`src/rtl/ecc_mem_scrub_ctrl.sv`:
```
// ecc_mem_scrub_ctrl: SEC Hamming front-end for a 38-bit SRAM.
// Encodes core writes, checks and corrects core reads, writes corrected
// words back, and scrubs the array in the background whenever the single
// SRAM port is not needed by the core.

// hamming_encoder: places 32 data bits around six parity bits at indices
// 0,1,3,7,15,31 and computes even parity over the usual Hamming coverage.
module hamming_encoder (
  input  logic [31:0] data,
  output logic [37:0] codeword
);

  // True when codeword index p holds a parity bit (1-based position is a power of two).
  function automatic logic is_parity(input int p);
    return (((p + 1) & p) == 0);
  endfunction

  // Data bit number stored at non-parity codeword index p.
  function automatic int data_bit_of(input int p);
    int cnt;
    cnt = 0;
    for (int q = 0; q < p; q++) begin
      if (!is_parity(q)) cnt++;
    end
    return cnt;
  endfunction

  // Coverage of parity bit k: every 1-based position with bit k set.
  function automatic logic [37:0] cover_mask(input int k);
    logic [37:0] m;
    m = '0;
    for (int q = 0; q < 38; q++) begin
      if ((((q + 1) >> k) & 1) == 1) m[q] = 1'b1;
    end
    return m;
  endfunction

  logic [37:0] placed;
  logic [5:0]  parity;

  genvar gi;
  generate
    // Data bits in ascending order, parity slots left at zero.
    for (gi = 0; gi < 38; gi++) begin : g_place
      if (is_parity(gi)) begin : g_par_slot
        assign placed[gi] = 1'b0;
      end else begin : g_dat_slot
        assign placed[gi] = data[data_bit_of(gi)];
      end
    end

    for (gi = 0; gi < 6; gi++) begin : g_parity
      assign parity[gi] = ^(placed & cover_mask(gi));
    end

    for (gi = 0; gi < 38; gi++) begin : g_out
      if (is_parity(gi)) begin : g_par_out
        assign codeword[gi] = parity[$clog2(gi + 1)];
      end else begin : g_dat_out
        assign codeword[gi] = placed[gi];
      end
    end
  endgenerate

endmodule

module ecc_mem_scrub_ctrl #(
  parameter int ADDR_W     = 8,
  parameter int DEPTH      = 256,
  parameter int INTERVAL_W = 16,
  parameter int CNT_W      = 16
) (
  input  logic                  clk,
  input  logic                  rst,
  input  logic                  req_valid,
  output logic                  req_ready,
  input  logic                  req_we,
  input  logic [ADDR_W-1:0]     req_addr,
  input  logic [31:0]           req_wdata,
  output logic                  rsp_valid,
  output logic [31:0]           rsp_rdata,
  output logic [1:0]            rsp_err,
  output logic                  mem_en,
  output logic                  mem_we,
  output logic [ADDR_W-1:0]     mem_addr,
  output logic [37:0]           mem_wdata,
  input  logic [37:0]           mem_rdata,
  input  logic                  scrub_en,
  input  logic [INTERVAL_W-1:0] scrub_interval,
  output logic [CNT_W-1:0]      corr_cnt,
  output logic [CNT_W-1:0]      uncorr_cnt,
  output logic [ADDR_W-1:0]     err_addr,
  output logic                  err_irq
);

  localparam logic [1:0] IDLE     = 2'd0;
  localparam logic [1:0] CORE_RD  = 2'd1;
  localparam logic [1:0] SCRUB_RD = 2'd2;
  localparam logic [1:0] WB       = 2'd3;

  localparam logic [ADDR_W-1:0] PTR_LAST = ADDR_W'(DEPTH - 1);

  // Codeword index holding data bit d (inverse of the encoder placement).
  function automatic int data_slot(input int d);
    int cnt;
    int res;
    cnt = 0;
    res = 0;
    for (int p = 0; p < 38; p++) begin
      if (((p + 1) & p) != 0) begin
        if (cnt == d) res = p;
        cnt++;
      end
    end
    return res;
  endfunction

  logic [1:0]            state_reg, state_next;
  logic [ADDR_W-1:0]     addr_reg;
  logic [37:0]           wb_cw_reg;
  logic                  rsp_valid_reg;
  logic [31:0]           rsp_rdata_reg;
  logic [1:0]            rsp_err_reg;
  logic [CNT_W-1:0]      corr_cnt_reg;
  logic [CNT_W-1:0]      uncorr_cnt_reg;
  logic [ADDR_W-1:0]     err_addr_reg;
  logic                  err_irq_reg;
  logic [ADDR_W-1:0]     scrub_ptr_reg;
  logic [INTERVAL_W-1:0] timer_reg;
  logic                  scrub_pend_reg;

  logic        core_acc;
  logic        scrub_issue;
  logic        decoding;
  logic [31:0] rd_data;
  logic [31:0] enc_in;
  logic [37:0] enc_out;
  logic [5:0]  syn;
  logic        is_corr;
  logic        is_uncorr;
  logic [37:0] flip_mask;
  logic [37:0] corr_cw;
  logic [31:0] corr_data;

  assign core_acc    = (state_reg == IDLE) && req_valid;
  assign scrub_issue = (state_reg == IDLE) && !req_valid && scrub_pend_reg;
  assign decoding    = (state_reg == CORE_RD) || (state_reg == SCRUB_RD);

  // The one encoder serves write encoding in IDLE and re-encoding of the
  // read data while a read is being checked.
  assign enc_in = (state_reg == IDLE) ? req_wdata : rd_data;

  hamming_encoder u_enc (
    .data     (enc_in),
    .codeword (enc_out)
  );

  genvar gi;
  generate
    for (gi = 0; gi < 32; gi++) begin : g_extract
      assign rd_data[gi]   = mem_rdata[data_slot(gi)];
      assign corr_data[gi] = corr_cw[data_slot(gi)];
    end
    for (gi = 0; gi < 6; gi++) begin : g_syn
      assign syn[gi] = mem_rdata[(2 ** gi) - 1] ^ enc_out[(2 ** gi) - 1];
    end
  endgenerate

  // Syndrome above 38 points outside the codeword, so it cannot be a single error.
  assign is_corr   = (syn != 6'd0) && (syn <= 6'd38);
  assign is_uncorr = (syn > 6'd38);
  assign flip_mask = is_corr ? (38'd1 << (syn - 6'd1)) : 38'd0;
  assign corr_cw   = mem_rdata ^ flip_mask;

  // Next-state selection: core first, then a pending scrub; correctable reads detour through WB.
  always_comb begin
    state_next = state_reg;
    case (state_reg)
      IDLE: begin
        if (core_acc) begin
          if (!req_we) state_next = CORE_RD;
        end else if (scrub_issue) begin
          state_next = SCRUB_RD;
        end
      end
      CORE_RD, SCRUB_RD: state_next = is_corr ? WB : IDLE;
      default:           state_next = IDLE;
    endcase
  end

  // SRAM port drive: exactly one access per cycle, write only ever with enable.
  always_comb begin
    mem_en    = 1'b0;
    mem_we    = 1'b0;
    mem_addr  = '0;
    mem_wdata = '0;
    req_ready = (state_reg == IDLE);
    if (core_acc) begin
      mem_en    = 1'b1;
      mem_we    = req_we;
      mem_addr  = req_addr;
      mem_wdata = enc_out;
    end else if (scrub_issue) begin
      mem_en   = 1'b1;
      mem_addr = scrub_ptr_reg;
    end else if (state_reg == WB) begin
      mem_en    = 1'b1;
      mem_we    = 1'b1;
      mem_addr  = addr_reg;
      mem_wdata = wb_cw_reg;
    end
  end

  // FSM state, in-flight address and writeback codeword.
  always_ff @(posedge clk) begin
    if (rst) begin
      state_reg <= IDLE;
      addr_reg  <= '0;
      wb_cw_reg <= '0;
    end else begin
      state_reg <= state_next;
      if (core_acc) addr_reg <= req_addr;
      else if (scrub_issue) addr_reg <= scrub_ptr_reg;
      if (decoding) wb_cw_reg <= corr_cw;
    end
  end

  // Registered read response; uncorrectable reads return the raw data bits.
  always_ff @(posedge clk) begin
    if (rst) begin
      rsp_valid_reg <= 1'b0;
      rsp_rdata_reg <= '0;
      rsp_err_reg   <= 2'b00;
    end else begin
      rsp_valid_reg <= (state_reg == CORE_RD);
      if (state_reg == CORE_RD) begin
        rsp_rdata_reg <= is_uncorr ? rd_data : corr_data;
        rsp_err_reg   <= is_uncorr ? 2'b10 : (is_corr ? 2'b01 : 2'b00);
      end
    end
  end

  // Error statistics from both core and scrub reads; counters saturate.
  always_ff @(posedge clk) begin
    if (rst) begin
      corr_cnt_reg   <= '0;
      uncorr_cnt_reg <= '0;
      err_addr_reg   <= '0;
      err_irq_reg    <= 1'b0;
    end else begin
      err_irq_reg <= decoding && is_uncorr;
      if (decoding && is_corr && (corr_cnt_reg != '1))
        corr_cnt_reg <= corr_cnt_reg + 1'b1;
      if (decoding && is_uncorr && (uncorr_cnt_reg != '1))
        uncorr_cnt_reg <= uncorr_cnt_reg + 1'b1;
      if (decoding && (is_corr || is_uncorr))
        err_addr_reg <= addr_reg;
    end
  end

  // Scrub interval timer, pending flag and wrapping scrub pointer.
  always_ff @(posedge clk) begin
    if (rst) begin
      timer_reg      <= '0;
      scrub_pend_reg <= 1'b0;
      scrub_ptr_reg  <= '0;
    end else begin
      if (scrub_issue)
        scrub_ptr_reg <= (scrub_ptr_reg == PTR_LAST) ? '0 : scrub_ptr_reg + 1'b1;
      if (!scrub_en) begin
        timer_reg      <= '0;
        scrub_pend_reg <= 1'b0;
      end else if (scrub_issue) begin
        scrub_pend_reg <= 1'b0;
      end else if (!scrub_pend_reg) begin
        if (timer_reg == scrub_interval) begin
          scrub_pend_reg <= 1'b1;
          timer_reg      <= '0;
        end else begin
          timer_reg <= timer_reg + 1'b1;
        end
      end
    end
  end

  assign rsp_valid  = rsp_valid_reg;
  assign rsp_rdata  = rsp_rdata_reg;
  assign rsp_err    = rsp_err_reg;
  assign corr_cnt   = corr_cnt_reg;
  assign uncorr_cnt = uncorr_cnt_reg;
  assign err_addr   = err_addr_reg;
  assign err_irq    = err_irq_reg;

endmodule

```
`config.mk`:
```
export PLATFORM = sky130hd
export DESIGN_NAME = ecc_mem_scrub_ctrl
export DESIGN_NICKNAME = d
export VERILOG_FILES = /design/src/rtl/ecc_mem_scrub_ctrl.sv
export SDC_FILE = /design/constraint.sdc
export NUM_CORES = 1
export LEC_CHECK = 0
export CAP_MARGIN = 20
export CORE_UTILIZATION = 50
export DETAILED_ROUTE_END_ITERATION = 16
export GPL_TIMING_DRIVEN = 0
export PLACE_DENSITY = 0.87
export SLEW_MARGIN = 20
export SYNTH_ARGS = -nofsm -noshare
export SYNTH_HDL_FRONTEND = slang
export SYNTH_SLANG_ARGS = --single-unit
```
`constraint.sdc`:
```
create_clock -name clk -period 4.33 [get_ports clk]
set_input_delay 0.866 -clock clk [delete_from_list [all_inputs] [get_ports clk]]
set_output_delay 0.866 -clock clk [all_outputs]
set_load 0.1 [all_outputs]
```
==> impl_metrics.csv, run 1 <==
group,metric,value,unit
status,status,"finished clean",
worst_setup_path,reg2reg_slack,0.16,ns
timing,fin_setup_tns,0,ns
synth,ys_seq_area_share,33.7,%
synth,synth-compound-area-share,15.7,%
synth,synth_top_family_by_area,"simple AND/OR/NAND/NOR gates",
synth,synth.top_cell.area_share,33.7,%
placement,gp_congestion,0.912,
layout,largest_register_ffs,38,
synth,ys_seq_elements,149,
worst_setup_path,reg2reg_to,"uncorr_cnt[15]",
clock_tree,insertion_delay,0.43,ns
worst_setup_path,critPathLaunch,"req_wdata[10]",
synth,yosys.area_share.simple,22.0,%
timing,slew_viol_final,0,
hold_path,hold_class,"flop to flop",
worst_setup_path,crit_required,4.64,ns
die,start_util,51.2,%
synth,muxShareOfSynthArea,5.58,%
synth,syn_area_per_cell,8.83,um2
global_routing,track_usage,31.9,%
timing,timing.slew.headroom,30.1,%
synth,synth_fa_ha_area_share,0.989,%
die,coreArea,17300,um2
timing,fin_skew,0.0107,ns
detailed_routing,routed_wirelength,29.6,mm
clock_tree,path_clk_slew,0.06,ns
synth,synth_cell_types,65,
synth,synth_area_leader_cell,"dfxtp_1",
clock_tree,cts_root_buf,"clkbuf_16",
global_routing,grt_first_pass_wirelength,45.0,mm
global_routing,grt_max_degree,17,
timing,holdWs,0.471,ns
synth,synth_nets,1108,
die,io_pins,224,
synth,yosys.area_share.xor_xnor,17.7,%
die,dieArea,18200,um2
synth,synth_area_leaders,"dfxtp_1 (34%), xnor2_1 (8.5%), a211oi_1 (5.9%)",
clock_tree,h-tree-depth,4,
worst_setup_path,crit_path_end_kind,"flop",
synth,async_reset_ff_share,0,%
synth,syn_inst,1002,
clock_tree,cts.sinks,149,
synth,yosys_most_used_dff,"dfxtp_1",
global_routing,grt_pass1_vias,8510,
timing,grt_setup_unrepaired,"no",
clock_tree,tritoncts,"done",
timing,finalCritPeriodShare,98.9,%
detailed_routing,firstDrtPassIters,7,
worst_setup_path,critPathMaxFanout,10,
detailed_routing,vias,8925,
layout,fin_nets,1349,
clock_tree,clockBufferDepth,2,
die,die_w,135,um
flow_run,drv_cap,0,
layout,drive_above_1_share,16.0,%
synth,synth_edf_count,0,
placement,dpl-instance-area,11400,um2
layout,antenna_cells,0,
worst_setup_path,crit_arrival,4.60,ns
timing,period_needed,4.28,ns
die,rows,48,
worst_setup_path,reg2regPathDepth,14,
timing,fin_ws,0.0491,ns
worst_setup_path,reg2reg_from,"state_reg[1]",
worst_setup_path,critPathLaunchType,"primary input",
placement,hpwlAfterDp,21.5,mm
layout,area_growth,36.0,%
worst_setup_path,cp-endpoint,"corr_cnt[5]",
synth,synth.most_common_cell,"dfxtp_1",
global_routing,overflow,0,
timing,hold_viol_final,0,
die,die-height,135,um
timing,clock.fmax,234,MHz
detailed_routing,detail-route-antenna-nets,0,
layout,final_area,12000,um2
clock_tree,cts_buffers,17,
synth,yosysWarnings,0,
timing,worst_pin_slew,1.04,ns
synth,syn_area,8850,um2
detailed_routing,drt_iter0_markers,764,
detailed_routing,drt-vias-per-instance,6.03,
hold_path,hold_depth,2,
placement,place_ws,-1.62,ns
worst_setup_path,critPathKind,"primary input to flop",
detailed_routing,drc_errors,0,
timing,report.final.setup_viol,0,
placement,placement.io_buffers,222,
global_routing,antenna_found_initial,0,
detailed_routing,avgRoutedWirePerCell,20.0,um
layout,nFillCells,1309,
synth,yosys-top-cells-count,"dfxtp_1 (149), nor2_1 (125), xnor2_1 (86), a211oi_1 (69), xor2_1 (55)",
## layer usage
metal | vias up | share of wire, % | wire (um) | global-route usage (%)
li1 | 4061 | - | - | -
met1 | 4225 | 39 | 11600 | 38.2
met2 | 535 | 48 | 14200 | 54.4
met3 | 104 | 8.6 | 2530 | 6.94
met4 | 0 | 4.3 | 1270 | 15.0
met5 | - | 0 | 0 | 0
## how the worst min path moves through the flow
stage / startpoint / end / slack (ns)
after floorplan: wb_cw_reg[31] / wb_cw_reg[31] / 0.45
after global placement: addr_reg[3] / addr_reg[3] / 0.45
after detailed placement: addr_reg[5] / addr_reg[5] / 0.46
after CTS: addr_reg[5] / addr_reg[5] / 0.47
after global routing: addr_reg[4] / addr_reg[4] / 0.50
final: addr_reg[5] / addr_reg[5] / 0.47
## metrics by stage
step / utilization, % / std cells
finish: 69.6 / 1481
floorplan: - / 1002
global placement: 66.2 / 1449
global route: 69.6 / 1481
detailed placement: 66.2 / 1449
CTS: 69.0 / 1479
## area by class of cell
class	count	area (um2)	share of cell area [%]
buffer	70	344	2.86
clock buffer	20	447	3.71
clock inverter	12	96.3	0.800
inverter	9	33.8	0.281
multi-input combinational	771	5700	47.3
sequential	149	2980	24.8
tap	225	282	2.34
timing repair buffer	225	2160	17.9
## worst max-delay path, stage by stage
cell	delay (ns)
clkdlybuf4s50_1	0.68
xor2_2	0.23
mux2i_4	0.13
xnor2_2	0.28
xnor3_2	0.52
xor3_1	0.42
a32oi_4	0.36
nor2_2	0.13
buf_2	0.24
nor4_1	0.36
mux2_1	0.36
## cells in the final DEF (no fill, tap or decap), types with 9 or more instances in the layout
cell,n
buf_2,10
clkdlybuf4s50_1,173
clkbuf_16,17
nor3_1,27
xor2_1,52
xnor2_1,84
buf_4,43
clkbuf_1,46
mux2i_1,35
buf_6,10
dfxtp_1,149
nor2_1,124
nand2b_1,9
o21ai_0,16
a22o_2,28
nor3_2,9
a22oi_1,9
a211oi_1,69
nor2b_1,12
nor4_1,14
nand3b_1,11
and3_1,16
nand3_1,15
nand2_1,46
inv_1,9
a21oi_1,40
nand4_1,11
## cells by family (layout without fill, tap and decap cells)
| logic type | count (synthesis) | after routing |
|---|---|---|
| xor+xnor | 157 | 157 |
| compound gates | 196 | 196 |
| simple gates | 363 | 363 |
| mux | 48 | 48 |
| buf+inv | 82 | 336 |
| flops | 149 | 149 |
| fa+ha+maj | 7 | 7 |
## timing repair
item | in CTS | in global routing
pin swaps | 1 | 4
gates resized for setup | 281 | 17
endpoints found under the hold margin | 0 | 0
setup endpoints to repair | 56 | 78
buffers inserted | 0 | 3
hold buffers | 0 | 0
Power of run 1 is not shown: default switching activity piles up to over one toggle a cycle in this logic, so the estimate is an artifact.
==> inputs of run 2 (changes only) <==
CAP_MARGIN = 5   (was 20)
==> results of run 2 <==
No change in the layout: final DEF, timing and power equal those of run 1.
Power of run 2 is left out for the same reason.
==> inputs of run 3 (changes only) <==
CORE_MARGIN = 2   (was not set)
==> run 3 against run 2 <==
Against the previous run:
- via count decreased by 1.5%
- register-to-register slack got worse by 0.05 ns
- hold slack improved by 0.0047 ns
- setup slack improved by 0.0065 ns
- die area increased by 3.0%
- cell count about the same
- clock skew decreased by 0.0013 ns
- fmax increased by 0.15%
- sequential share of layout area increased by 0.14 points
- sequential cell count unchanged
==> impl_metrics.csv, run 3 (synthesis results as in run 1) <==
group,metric,value,unit
global_routing,busiest_layer,"met2",
global_routing,met3_usage,7.52,%
die,die-height,137,um
layout,largest_register_ffs,38,
layout,final_cell_mix,"clkdlybuf4s50_1 (172), dfxtp_1 (149), nor2_1 (124)",
global_routing,use_met1,38.7,%
global_routing,grt_first_pass_wirelength,45.3,mm
worst_setup_path,critPathKind,"primary input to flop",
die,die_w,137,um
clock_tree,insertion_delay,0.43,ns
layout,antenna_cells,0,
global_routing,track_usage,31.2,%
clock_tree,tritoncts,"done",
timing,period_needed,4.27,ns
detailed_routing,routed_wirelength,29.5,mm
clock_tree,clockBufferDepth,2,
timing,fin_ws,0.0556,ns
clock_tree,cts_root_buf,"clkbuf_16",
clock_tree,cts_buffers,17,
status,status,"finished clean",
timing,clock.fmax,234,MHz
placement,place_ws,-1.68,ns
detailed_routing,drt-vias-per-instance,5.93,
global_routing,grt_pass1_vias,8403,
clock_tree,cts.sinks,149,
die,rows,48,
die,start_util,51.2,%
worst_setup_path,crit_arrival,4.59,ns
timing,worst_pin_slew,1.05,ns
detailed_routing,drt_iter0_markers,722,
timing,fin_skew,0.00941,ns
timing,hold_viol_final,0,
clock_tree,path_clk_slew,0.06,ns
die,io_pins,224,
global_routing,overflow,0,
placement,hpwlAfterDp,21.8,mm
die,dieArea,18800,um2
layout,fin_nets,1351,
global_routing,antenna_found_initial,0,
placement,placement.io_buffers,222,
global_routing,grt_max_degree,17,
detailed_routing,avgRoutedWirePerCell,19.9,um
layout,area_growth,35.3,%
global_routing,grtUsageMet2,51.2,%
timing,slew_viol_final,0,
timing,report.final.setup_viol,0,
worst_setup_path,crit_required,4.64,ns
flow_run,drv_cap,0,
worst_setup_path,critPathLaunchType,"primary input",
worst_setup_path,critPathMaxFanout,10,
timing,timing.slew.headroom,30.0,%
detailed_routing,firstDrtPassIters,8,
layout,drive_above_1_share,16.1,%
placement,gp_congestion,0.934,
die,coreArea,17300,um2
detailed_routing,vias,8787,
detailed_routing,drc_errors,0,
hold_path,hold_class,"flop to flop",
clock_tree,h-tree-depth,4,
layout,layout_commonest_cell,"clkdlybuf4s50_1",
detailed_routing,detail-route-antenna-nets,0,
worst_setup_path,crit_path_end_kind,"flop",
timing,finalCritPeriodShare,98.7,%
## run 3: stage by stage
step | TNS, ns | hold slack (ns) | cell area (um2) | utilization [%] | instances
global placement | -78.30 | 0.454 | 11400 | 66.2 | 1449
detailed placement | -83.72 | 0.462 | 11400 | 66.2 | 1449
global route | -0.152 | 0.488 | 12000 | 69.2 | 1482
CTS | 0 | 0.471 | 11900 | 68.8 | 1479
floorplan | 0 | 0.447 | 8940 | - | 1002
finish | 0 | 0.475 | 12000 | 69.2 | 1482
## run 3: worst paths after layout
kind                 startpoint              to  slack, ns  cells after the start
setup / recovery  req_wdata[10]     corr_cnt[5]       0.06                     12
hold / removal      addr_reg[3]     addr_reg[3]       0.48                      2
setup reg to reg   state_reg[1]  uncorr_cnt[15]       0.11                     15
hold reg to reg     addr_reg[3]     addr_reg[3]       0.48                      2
## run 3: layer usage
| layer | vias to the layer above | share of wire [%] |
|---|---|---|
| met3 | 80 | 9.2 |
| met2 | 515 | 48 |
| met4 | 0 | 3.5 |
| met5 | - | 0 |
| met1 | 4122 | 40 |
| li1 | 4070 | - |
## run 3: cell type report
class,count,area (um2)
Buffer,70,347
Clock buffer,20,447
Clock inverter,11,105
Fill cell,1359,5320
Inverter,9,33.8
Multi-Input combinational cell,771,5670
Sequential cell,149,2980
Tap cell,225,282
Timing Repair Buffer,227,2110
## run 3: worst max-delay path: stages
cell	delay [ns]
clkdlybuf4s50_1	0.64
xor2_1	0.26
mux2i_2	0.15
xnor2_2	0.30
xnor3_1	0.51
xor3_1	0.42
buf_2	0.21
nand2b_4	0.20
o31ai_4	0.45
buf_4	0.20
nor4_2	0.05
mux2_1	0.32
## run 3: repair_timing
action                                  CTS  global route
gates resized for setup                 267            11
pin swaps                                 1             2
buffers inserted                          1             4
hold buffers                              0             0
endpoints found under the setup margin   54            54
Power of run 3 is left out for the same reason.
